--- src/rtl/muldiv_sequencer.sv ---
// muldiv_sequencer: 32-iteration shift-add multiplier / restoring divider that owns HI/LO.
// Build option: define MULDIV_DIVIDE_EN to include the divider datapath (default: divide disabled).

module muldiv_sequencer (
    input  logic        CLK,
    input  logic        RST_N,
    input  logic        Start,
    input  logic [1:0]  MdOp,
    input  logic [31:0] OpA,
    input  logic [31:0] OpB,
    input  logic        Flush,
    output logic        Busy,
    output logic        Stall,
    output logic        Done,
    output logic        DivZero,
    output logic [31:0] HI,
    output logic [31:0] LO
);

    typedef enum logic [1:0] {
        IDLE = 2'd0,
        RUN  = 2'd1,
        FIX  = 2'd2
    } state_t;

    state_t      state, state_nxt;
    logic        start_ok, fix_wr;
    logic [4:0]  count;
    logic        is_div, neg_res;
    logic [31:0] op_a;              // |multiplicand| or |dividend|
    logic [31:0] acc_hi, acc_lo;

    logic        a_neg, b_neg;
    logic [31:0] a_abs, b_abs;
    logic [32:0] mul_sum;
    logic [31:0] mul_hi, mul_lo;
    logic [63:0] prod, prod_fix;

`ifdef MULDIV_DIVIDE_EN
    logic [31:0] divisor;
    logic        sign_a, div_zero;
    logic [32:0] rem_sh, diff;
    logic [31:0] div_hi, div_lo, quot_fix, rem_fix, orig_a;
`endif

    assign Busy  = (state != IDLE);
    assign Stall = Start | Busy;

    // Only MULT/DIV (MdOp[0]) take absolute values; unsigned operands pass through.
    assign a_neg = MdOp[0] & OpA[31];
    assign b_neg = MdOp[0] & OpB[31];
    assign a_abs = a_neg ? -OpA : OpA;
    assign b_abs = b_neg ? -OpB : OpB;

    // Shift-add step: add multiplicand into the upper half, then shift the 65-bit sum right.
    assign mul_sum  = {1'b0, acc_hi} + (acc_lo[0] ? {1'b0, op_a} : 33'd0);
    assign mul_hi   = mul_sum[32:1];
    assign mul_lo   = {mul_sum[0], acc_lo[31:1]};
    assign prod     = {acc_hi, acc_lo};
    assign prod_fix = neg_res ? -prod : prod;

`ifdef MULDIV_DIVIDE_EN
    // Restoring step: the remainder stays below the divisor, so 32 bits hold it after the trial.
    assign rem_sh   = {acc_hi, acc_lo[31]};
    assign diff     = rem_sh - {1'b0, divisor};
    assign div_hi   = diff[32] ? rem_sh[31:0] : diff[31:0];
    assign div_lo   = {acc_lo[30:0], ~diff[32]};
    assign quot_fix = neg_res ? -acc_lo : acc_lo;
    assign rem_fix  = sign_a ? -acc_hi : acc_hi;
    assign orig_a   = sign_a ? -op_a : op_a;
`endif

    always_ff @(posedge CLK or negedge RST_N) begin
        if (!RST_N) state <= IDLE;
        else        state <= state_nxt;
    end

    always_comb begin
        // NOTE: every output of this block gets a default first, so no path can infer a latch.
        state_nxt = state;
        start_ok  = 1'b0;
        fix_wr    = 1'b0;
        case (state)
            IDLE: begin
                if (Start && !Flush) begin
                    start_ok = 1'b1;
`ifdef MULDIV_DIVIDE_EN
                    state_nxt = RUN;
`else
                    state_nxt = MdOp[1] ? FIX : RUN;
`endif
                end
            end
            RUN: begin
                if (Flush)              state_nxt = IDLE;
                else if (count == 5'd31) state_nxt = FIX;
            end
            FIX: begin
                state_nxt = IDLE;
                fix_wr    = !Flush;
            end
            default: state_nxt = IDLE;
        endcase
    end

    // NOTE: sequential state uses non-blocking assignments so every register sees pre-edge values.
    always_ff @(posedge CLK or negedge RST_N) begin
        if (!RST_N) begin
            count    <= 5'd0;
            is_div   <= 1'b0;
            neg_res  <= 1'b0;
            op_a     <= 32'd0;
            acc_hi   <= 32'd0;
            acc_lo   <= 32'd0;
            Done     <= 1'b0;
            DivZero  <= 1'b0;
            HI       <= 32'd0;
            LO       <= 32'd0;
`ifdef MULDIV_DIVIDE_EN
            divisor  <= 32'd0;
            sign_a   <= 1'b0;
            div_zero <= 1'b0;
`endif
        end else begin
            Done    <= 1'b0;
            DivZero <= 1'b0;
            if (start_ok) begin
                count   <= 5'd0;
                is_div  <= MdOp[1];
                neg_res <= a_neg ^ b_neg;
                op_a    <= a_abs;
                acc_hi  <= 32'd0;
                acc_lo  <= MdOp[1] ? a_abs : b_abs;
`ifdef MULDIV_DIVIDE_EN
                divisor  <= b_abs;
                sign_a   <= a_neg;
                div_zero <= (OpB == 32'd0);
`endif
            end else if (state == RUN) begin
                count <= count + 5'd1;
`ifdef MULDIV_DIVIDE_EN
                if (is_div) begin
                    acc_hi <= div_hi;
                    acc_lo <= div_lo;
                end else begin
                    acc_hi <= mul_hi;
                    acc_lo <= mul_lo;
                end
`else
                acc_hi <= mul_hi;
                acc_lo <= mul_lo;
`endif
            end

            if (fix_wr) begin
                Done <= 1'b1;
                if (is_div) begin
`ifdef MULDIV_DIVIDE_EN
                    if (div_zero) begin
                        LO      <= 32'hFFFF_FFFF;
                        HI      <= orig_a;
                        DivZero <= 1'b1;
                    end else begin
                        LO <= quot_fix;
                        HI <= rem_fix;
                    end
`else
                    LO <= 32'd0;
                    HI <= 32'd0;
`endif
                end else begin
                    HI <= prod_fix[63:32];
                    LO <= prod_fix[31:0];
                end
            end
        end
    end

endmodule
--- config.mk ---
export PLATFORM = sky130hd
export DESIGN_NAME = muldiv_sequencer
export DESIGN_NICKNAME = d
export VERILOG_FILES = /design/src/rtl/muldiv_sequencer.sv
export SDC_FILE = /design/constraint.sdc
export NUM_CORES = 1
export LEC_CHECK = 0
export BUFFER_PORTS_ARGS = -buffer_cell sky130_fd_sc_hd__buf_2
export CAP_MARGIN = 40
export CORE_AREA = 5 5 126 218
export CTS_CLUSTER_DIAMETER = 200
export CTS_CLUSTER_SIZE = 24
export DETAILED_ROUTE_END_ITERATION = 7
export DIE_AREA = 0 0 131 223
export PLACE_DENSITY_LB_ADDON = 0.3
export SLEW_MARGIN = 5
export SYNTH_ARGS = -nofsm -noshare
export SYNTH_HDL_FRONTEND = slang
export SYNTH_SLANG_ARGS = --single-unit
export TNS_END_PERCENT = 5
--- constraint.sdc ---
create_clock -name CLK -period 3.8 [get_ports CLK]
set_input_delay 0.76 -clock CLK [delete_from_list [all_inputs] [get_ports CLK]]
set_output_delay 0.76 -clock CLK [all_outputs]
set_load 0.01 [all_outputs]
==> out/results.tsv, run 1 <==
metric	value	unit
final_layout_size_suffix_gt1_share	15.1	%
postCtsSetupBuffers	0	
grt_start_max_net_pins	65	
timing_worst_slew_pin_value	0.851	ns
first_pass_grt_wire_length	60.0	mm
timing.setup.critical_path_class	reg -> reg	
path_cells	or3_4 -> or3_1 -> or2_4 -> or3_4 -> or4_4 -> o31ai_1 -> xor2_1 -> o31ai_1	
final.setup.tns	0	ns
die_area	0.0292	mm2
final.period_utilization	85.6	%
cts_resized	0	
worstHoldPathType	in -> async	
top_usage_layer	met2	
cell_internal_pwr	4750	uW
clockBufferDepth	2	
instance_count_of_the_mapped_netlist	1319	
antenna_violating_nets_post_route	0	
number_of_enable_flip_flop_cells_after_synthesis	0	
floorplan.initialDensity	44.3	%
power.switching	3720	uW
synth_top_family_by_area	compound AO/OA/AOI/OAI gates	
grt_usage	26.9	%
relSlewSlack	43.2	%
yosysWarnings	0	
unique_cell_type_count_in_the_yosys_netlist	62	
final_util	50.7	%
post-route-drc-count	0	
die_h	223	um
muxShareOfSynthArea	0.442	%
power_per_cell_area	654	mW/mm2
final_replace_weighted_congestion	0.971	
worstSkewPairLatency	0.45	ns
grt.overflow.total	0	
port_buffers	136	
wl	38.7	mm
synth.avg_cell_area	8.58	um2
critical_path.slowest_cell	or4_4	
holdBufCountCts	0	
pwr-share-seq	37.6	%
hpwl	31.0	mm
synth.ff_latch_count	170	
layout_common_cells	nand2_1, dfrtp_1, o21ai_0, buf_2, xnor2_1	
synth_flop_cell	dfrtp_1	
via_count	10500	
areaGrowthSynthToFinish	14.5	%
drtIter0Drc	734	
timing.critical_path.arrival	3.60	ns
cpLargestDelayFamily	simple AND/OR/NAND/NOR gates	
switching_portion_of_total_power	43.9	%
tritoncts	done	
clk_pin_slew	0.07	ns
async_reset_ff_share	100	%
finalHoldViolCount	0	
synth_xor_xnor_area_share	11.5	%
detailedRoute.firstPassIterationCount	8	
use_met1	29.0	%
status	finished, final reports clean	
use_met2	46.1	%
total_number_of_h_tree_levels	4	
grt_setup_unrepaired	no	
fmax	0.307	GHz
clkPwrFrac	20.3	%
critPathMaxFanout	6	
cts_root_buf	clkbuf_16	
minimum_setup_slack_after_placement	0.570	ns
via_count_of_the_first_global_routing_pass	10500	
vias_per_cell	6.01	
wl_per_cell	22.1	um
setup_viol	0	
fp-row-count	78	
synth_compound_gate_area_share	23.9	%
die_w	131	um
worst-path-buf-inv	0	
grt_antenna_before_repair	1	
start_kind	register	
cts.sinks	170	
critical-path-max-stage-delay	0.48	ns
io_pins	138	
critPathCaptureType	register	
postPlaceCellArea	0.0124	mm2
vdd_ir_drop_max	0.393	mV
core_area	0.0256	mm2
combinationalPowerShare	42.1	%
clock_skew_after_layout	0.0100	ns
final_common_cell	nand2_1	
cts_buffer_count	17	
layout_setup_ws	0.546	ns
static_leakage	0.00573	uW
synth_adder_area_share	4.27	%
finalCriticalPeriod	3.25	ns
synth-simple-area-share	18.8	%
hold_ws	0.282	ns
final-max-slew-violation-count	0	
synth.net_count	1427	
global_route.usage.met3	4.17	%
num-nets-final	1524	
maxCapViolations	0	
stdcell_area	0.0130	mm2
syn_area	0.0113	mm2
synth-seq-area-share	37.6	%
worst-endpoint-required	4.15	ns
==> power groups by stage <==
stage	registers, uW	logic (uW)	clock network [uW]
after global routing	3250	3920	1820
after detailed placement	3210	3560	0
after CTS	3180	3570	1750
after floorplan	3010	2270	0
final	3190	3560	1720
after global placement	3190	3530	0
==> layout make-up <==
type                       instances  area [um2]
antenna                            1        2.50
clock inverter                    15         153
fill                            2516       12600
clock buffer                      17         425
timing repair buffer             163         965
multi-input combinational       1044        6690
tap                              320         400
inverter                          20        75.1
sequential                       170        4260
==> registers in the layout, summed over array words and instances (netlist names) <==
signal,flops
acc_lo,32
op_a,32
Done,1
acc_hi,32
is_div,1
state,2
count,5
HI,32
neg_res,1
LO,32
==> logic make-up after synthesis <==
group	after synthesis
AND/OR/NAND/NOR	442
AO/OA/AOI/OAI	410
flip-flops	170
XOR/XNOR	148
buffers and inverters	105
adder cells (fa/ha/maj)	38
multiplexers	5
other	1
==> worst paths after layout <==
check / start / endpoint / slack, ns / depth (start not counted)
max reg2reg: acc_lo[22] / HI[24] / 0.55 / 8
min: RST_N / acc_hi[8] / 0.28 / 1
min in group CLK: HI[15] / HI[15] / 0.47 / 2
max: acc_lo[22] / HI[24] / 0.55 / 8
min reg2reg: HI[15] / HI[15] / 0.47 / 2
max in group asynchronous: RST_N / HI[18] / 2.68 / 2
==> cell usage after synthesis, drive strengths merged (33+ instances only) <==
library cell,count,share of area (%)
xnor2,87,6.7
clkbuf,78,2.6
o31ai,49,3.3
nand2,178,5.9
xor2,61,4.7
a21oi,64,2.8
o21ai,140,6.2
ha,37,4.1
nor2,65,2.2
a22o,43,3.3
and2,37,2.0
dfrtp,170,38
nor3,33,1.5
==> metrics by stage <==
step	power, uW	std cells
2_1_floorplan	5280	1319
3_3_place_gp	6730	1716
3_5_place_dp	6770	1717
4_1_cts	8500	1749
5_1_grt	8990	1750
6_report	8470	1750
==> layer usage <==
layer / vias to the layer above / part of all wire (%) / wire length [um]
li1: 4992 / - / -
met1: 5004 / 36 / 13800
met2: 398 / 51 / 19800
met3: 119 / 4.6 / 1800
met4: 0 / 8.7 / 3370
met5: - / 0 / 0
(Power assumes the default switching activity.)
==> run 2, diff against run 1 <==
--- a/config.mk
+++ b/config.mk
@@ -6,12 +6,15 @@
 export NUM_CORES = 1
 export LEC_CHECK = 0
 export BUFFER_PORTS_ARGS = -buffer_cell sky130_fd_sc_hd__buf_2
-export CAP_MARGIN = 40
-export CORE_AREA = 5 5 126 218
+export CAP_MARGIN = 20
+export CELL_PAD_IN_SITES_DETAIL_PLACEMENT = 2
+export CELL_PAD_IN_SITES_GLOBAL_PLACEMENT = 2
+export CORE_AREA = 5 5 141 243
 export CTS_CLUSTER_DIAMETER = 200
 export CTS_CLUSTER_SIZE = 24
 export DETAILED_ROUTE_END_ITERATION = 7
-export DIE_AREA = 0 0 131 223
+export DIE_AREA = 0 0 146 248
+export GPL_TIMING_DRIVEN = 0
 export PLACE_DENSITY_LB_ADDON = 0.3
 export SLEW_MARGIN = 5
 export SYNTH_ARGS = -nofsm -noshare
==> out/results.tsv, run 2 (synthesis results as in run 1) <==
metric	value	unit
worst-endpoint-required	4.12	ns
timing.critical_path.arrival	3.85	ns
holdBufCountCts	0	
cts_root_buf	clkbuf_16	
cell_internal_pwr	4890	uW
total_number_of_h_tree_levels	4	
tritoncts	done	
die_area	0.0362	mm2
layout_setup_ws	0.268	ns
final-max-slew-violation-count	0	
io_pins	138	
worstHoldPathType	in -> async	
final.period_utilization	93.0	%
critical_path.slowest_cell	dfrtp_2	
timing_worst_slew_pin_value	0.891	ns
final_layout_size_suffix_gt1_share	12.3	%
via_count	11100	
cpLargestDelayFamily	compound AO/OA/AOI/OAI gates	
hpwl	40.3	mm
status	finished, final reports clean	
drtIter0Drc	533	
num-nets-final	1581	
via_count_of_the_first_global_routing_pass	12500	
critPathMaxFanout	18	
clkPwrFrac	21.1	%
static_leakage	0.00569	uW
critPathCaptureType	register	
grt_setup_unrepaired	no	
combinationalPowerShare	42.1	%
timing.setup.critical_path_class	reg -> reg	
post-route-drc-count	0	
grt_antenna_before_repair	0	
final_replace_weighted_congestion	0.937	
core_area	0.0321	mm2
maxCapViolations	0	
fillerInstances	3640	
fmax	0.283	GHz
wl	49.0	mm
start_kind	register	
minimum_setup_slack_after_placement	-0.445	ns
floorplan.initialDensity	35.2	%
final_util	40.9	%
grt_usage	27.2	%
postCtsSetupBuffers	0	
cts_resized	2	
finalCriticalPeriod	3.53	ns
finalHoldViolCount	0	
relSlewSlack	40.6	%
switching_portion_of_total_power	44.5	%
die_w	146	um
final_common_cell	nand2_1	
clk_pin_slew	0.07	ns
cts_buffer_count	17	
clockBufferDepth	2	
grt_start_max_net_pins	108	
dp_cells	1856	
pwr-share-seq	36.8	%
setup_viol	0	
worst-path-buf-inv	1	
grt.overflow.total	0	
power.switching	3920	uW
critical-path-max-stage-delay	0.59	ns
vdd_ir_drop_max	0.319	mV
antenna_cells	0	
vias_per_cell	5.90	
wl_per_cell	26.0	um
final.setup.tns	0	ns
detailedRoute.firstPassIterationCount	5	
first_pass_grt_wire_length	75.3	mm
cts.sinks	170	
fp-row-count	87	
most_common_cell_type_on_the_critical_path	o211ai_1	
port_buffers	135	
die_h	248	um
clock_skew_after_layout	0.0108	ns
areaGrowthSynthToFinish	16.0	%
power_per_cell_area	671	mW/mm2
layout_common_cells	nand2_1, dfrtp_1, o21ai_0, buf_2, xnor2_1	
worstSkewPairLatency	0.47	ns
final_cells	1886	
antenna_violating_nets_post_route	0	
path_cells	and2_1 -> ha_1 -> inv_1 -> fa_1 -> nor2b_1 -> o211ai_1 -> o211ai_1 -> a41o_1 -> a41oi_1 -> o41ai_2 -> xnor2_1 -> o21ai_0	
## run 2: worst reg2reg max path, stage by stage, from the launching register on
cell and delay [ns]:
dfrtp_2 0.59, and2_1 0.21, ha_1 0.16, inv_1 0.06
fa_1 0.41, nor2b_1 0.16, o211ai_1 0.13, o211ai_1 0.34
a41o_1 0.33, a41oi_1 0.28, o41ai_2 0.46, xnor2_1 0.17
o21ai_0 0.10
## run 2: area by class of cell
class / instances / area, um2 / area share [%]
repair buffers: 137 / 718 / 5.47
inverters: 20 / 75.1 / 0.572
clock inverters: 9 / 136 / 1.04
well taps: 400 / 500 / 3.81
flip-flops and latches: 170 / 4260 / 32.4
clock buffers: 23 / 458 / 3.49
multi-input cells: 1044 / 6670 / 50.8
plain buffers: 83 / 317 / 2.41
## run 2: power by group through the flow
stage / logic (uW) / clock network (uW) / registers (uW)
floorplan: 2270 / 0 / 3010
global placement: 3580 / 0 / 3210
detailed placement: 3740 / 0 / 3250
CTS: 3750 / 1880 / 3240
global route: 4070 / 1960 / 3300
finish: 3720 / 1860 / 3240
## run 2: path summary, 6_finish.rpt
path	end	start	slack, ns	depth (start not counted)
worst min-delay path	LO[14]	RST_N	0.23	1
worst max register to register	acc_hi[29]	acc_lo[0]	0.27	12
worst max-delay path	acc_hi[29]	acc_lo[0]	0.27	12
min in group CLK	HI[10]	HI[10]	0.48	2
max in group asynchronous	acc_hi[19]	RST_N	2.57	2
worst min register to register	HI[10]	HI[10]	0.48	2
## run 2: per-stage QoR
step | hold WS, ns | total power [uW] | cell area [um2]
2_1_floorplan | 0.442 | 5280 | 11300
3_3_place_gp | 0.457 | 6800 | 12500
3_5_place_dp | 0.465 | 6990 | 12500
4_1_cts | 0.242 | 8870 | 13100
5_1_grt | 0.267 | 9330 | 13100
6_report | 0.229 | 8820 | 13100
## run 2: metal layers
metal	share of wire, %	track usage, %	wire [um]	vias to the layer above
met5	0	0	0	-
met4	7.7	19.1	3760	0
met3	2.7	3.74	1330	135
met2	54	52.0	26300	251
met1	36	26.9	17600	5640
li1	-	-	-	5099
==> run 3, diff against run 2 <==
--- a/config.mk
+++ b/config.mk
@@ -5,15 +5,16 @@
 export SDC_FILE = /design/constraint.sdc
 export NUM_CORES = 1
 export LEC_CHECK = 0
+export ABC_AREA = 1
 export BUFFER_PORTS_ARGS = -buffer_cell sky130_fd_sc_hd__buf_2
 export CAP_MARGIN = 20
 export CELL_PAD_IN_SITES_DETAIL_PLACEMENT = 2
 export CELL_PAD_IN_SITES_GLOBAL_PLACEMENT = 2
-export CORE_AREA = 5 5 141 243
+export CORE_AREA = 5 5 158 273
 export CTS_CLUSTER_DIAMETER = 200
 export CTS_CLUSTER_SIZE = 24
 export DETAILED_ROUTE_END_ITERATION = 7
-export DIE_AREA = 0 0 146 248
+export DIE_AREA = 0 0 163 278
 export GPL_TIMING_DRIVEN = 0
 export PLACE_DENSITY_LB_ADDON = 0.3
 export SLEW_MARGIN = 5
==> out/results.tsv, run 3 <==
metric	value	unit
num-nets-final	2370	
async_reset_ff_share	100	%
via_count_of_the_first_global_routing_pass	17300	
final_replace_weighted_congestion	0.909	
vias_per_cell	5.35	
static_leakage	0.00784	uW
final_layout_size_suffix_gt1_share	10.7	%
pwr-share-seq	31.4	%
die_w	163	um
timing_worst_slew_pin_value	0.903	ns
worst-endpoint-required	4.15	ns
regToRegStartpoint	acc_lo[0]	
clkPwrFrac	17.6	%
tritoncts	done	
switching_portion_of_total_power	52.7	%
timing.critical_path.arrival	3.72	ns
use_met1	29.5	%
yosys.cell_count.top_type	nand2_1	
worstSkewPairLatency	0.46	ns
synth.net_count	2214	
areaGrowthSynthToFinish	15.4	%
io_pins	138	
fin_total_pwr	11100	uW
finalHoldViolCount	0	
first_pass_grt_wire_length	103	mm
synth.avg_cell_area	6.26	um2
grt_usage	30.3	%
fp-row-count	98	
start_kind	register	
hold_ws	0.240	ns
die_h	278	um
final.setup.tns	0	ns
via_count	15100	
post-route-drc-count	0	
most_common_cell_type_on_the_critical_path	nand2_1	
finalCriticalPeriod	3.37	ns
drtIter0Drc	605	
grt_setup_unrepaired	no	
die_area	0.0453	mm2
post-synth-top-area-cell	dfrtp_1	
cts_root_buf	clkbuf_16	
wl_per_cell	24.2	um
clockBufferDepth	2	
cell_internal_pwr	5260	uW
core_area	0.0407	mm2
total_number_of_h_tree_levels	4	
syn_area	0.0132	mm2
power.switching	5860	uW
final-max-slew-violation-count	0	
grt_start_max_net_pins	113	
critical_path.slowest_cell	o21ai_0	
fmax	0.297	GHz
holdBufCountCts	0	
netlist_top_cells_count	nand2_1, nor2_1, inv_1	
netlist_top_cells_area	dfrtp_1, nand2_1, nor2_1, inv_1, nand3_1	
cts.sinks	170	
postCtsSetupBuffers	0	
use_met2	59.5	%
worstRegToRegCells	17	
maxCapViolations	0	
critPathCaptureType	register	
global_route.usage.met3	2.67	%
power_per_cell_area	730	mW/mm2
combinationalPowerShare	51.1	%
critPathMaxFanout	10	
unique_cell_type_count_in_the_yosys_netlist	51	
number_of_enable_flip_flop_cells_after_synthesis	0	
vdd_ir_drop_max	0.314	mV
grt_antenna_before_repair	0	
final.period_utilization	88.6	%
regToRegSetupSlack	0.43	ns
layout_common_cells	nand2_1, nor2_1, inv_1, dfrtp_1, buf_2	
critical-path-max-stage-delay	0.62	ns
yosysWarnings	0	
cts_resized	0	
path_cells	buf_6 -> clkbuf_1 -> nand2_1 -> inv_1 -> ha_1 -> inv_1 -> fa_1 -> o21ai_0 -> nand2_1 -> nand2_1 -> nand2_1 -> nand2_1 -> nand2_1 -> nand2_1 -> nand2_1 -> nand3_1 -> nand2_1	
final_common_cell	nand2_1	
cts_buffer_count	17	
status	finished, final reports clean	
wl	68.4	mm
hpwl	57.3	mm
synth.ff_latch_count	170	
final_cells	2825	
yosys.area.top_type_share	32.3	%
antenna_violating_nets_post_route	0	
antenna_cells	0	
floorplan.initialDensity	32.4	%
relSlewSlack	39.8	%
port_buffers	136	
worstHoldPathType	in -> async	
grt.overflow.total	0	
clk_pin_slew	0.08	ns
instance_count_of_the_mapped_netlist	2106	
timing.setup.critical_path_class	reg -> reg	
setup_viol	0	
top_usage_layer	met2	
reg2reg_to	acc_hi[29]	
synth-seq-area-share	32.3	%
synth_flop_cell	dfrtp_1	
clock_skew_after_layout	0.0143	ns
dp_cells	2793	
detailedRoute.firstPassIterationCount	5	
==> run 3: changes by cell type after synthesis, sizes merged, moves of 47 or more <==
cell,change
clkbuf,-47
inv,+212
nand2,+569
nand3,+130
nor2,+199
o31ai,-49
xnor2,-75
==> run 3: worst max-delay path by stage <==
| stage | start | to | cells after the start |
|---|---|---|---|
| final | acc_lo[0] | acc_hi[29] | 17 |
| after global routing | acc_lo[0] | acc_hi[31] | 16 |
| after CTS | acc_lo[0] | acc_hi[13] | 15 |
| after detailed placement | acc_lo[0] | acc_hi[21] | 17 |
| after global placement | RST_N | HI[28] | 1 |
| after floorplan | acc_lo[0] | acc_hi[23] | 17 |
==> run 3: layer usage <==
layer	wire length [um]	part of all wire, %
met1	24100	35
met2	37900	55
met5	0	0
met4	5270	7.7
met3	1240	1.8
==> run 3: final cells by class <==
cell class	instances	area [um2]
Clock inverter	15	196
Tap cell	550	688
Fill cell	5216	25500
Sequential cell	170	4250
Buffer	59	268
Inverter	233	875
Clock buffer	17	425
Timing Repair Buffer	137	718
Multi-Input combinational cell	1644	7790
==> run 3: logic make-up (layout without fill, tap and decap cells) <==
family	after synthesis	count (layout)	share of synthesized area, %
and+or+nand+nor	1266	1266	40.3
adders and majority gates	38	38	3.66
xor gates and xnor gates	32	32	2.13
buffers and inverters	292	461	8.66
other	1	1	0.0284
DFF	170	170	32.3
AOI/OAI and AO/OA	307	307	12.9
==> run 3: critical path, delay by kind of cell (launching register included) <==
kind	cells	cell delay, ns
flops	1	0.35
fa+ha+maj	2	0.62
compound gates	1	0.62
buf+inv	4	0.63
simple gates	10	1.05
==> run 3: stage by stage <==
| step | area, um2 | setup WS (ns) | util, % |
|---|---|---|---|
| 2_1_floorplan | 13200 | 1.35 | - |
| 3_3_place_gp | 14600 | -1.03 | 35.8 |
| 3_5_place_dp | 14600 | 0.448 | 35.8 |
| 4_1_cts | 15200 | 0.436 | 37.4 |
| 5_1_grt | 15200 | 0.00591 | 37.4 |
| 6_report | 15200 | 0.434 | 37.4 |
==> run 3: power groups by stage <==
| stage | Combinational (uW) | Sequential [uW] | Clock (uW) |
|---|---|---|---|
| after global placement | 5410 | 3470 | 0 |
| after global routing | 6300 | 3530 | 2040 |
| after detailed placement | 5650 | 3500 | 0 |
| final | 5680 | 3490 | 1950 |
| after floorplan | 3480 | 3150 | 0 |
| after CTS | 5700 | 3480 | 1980 |
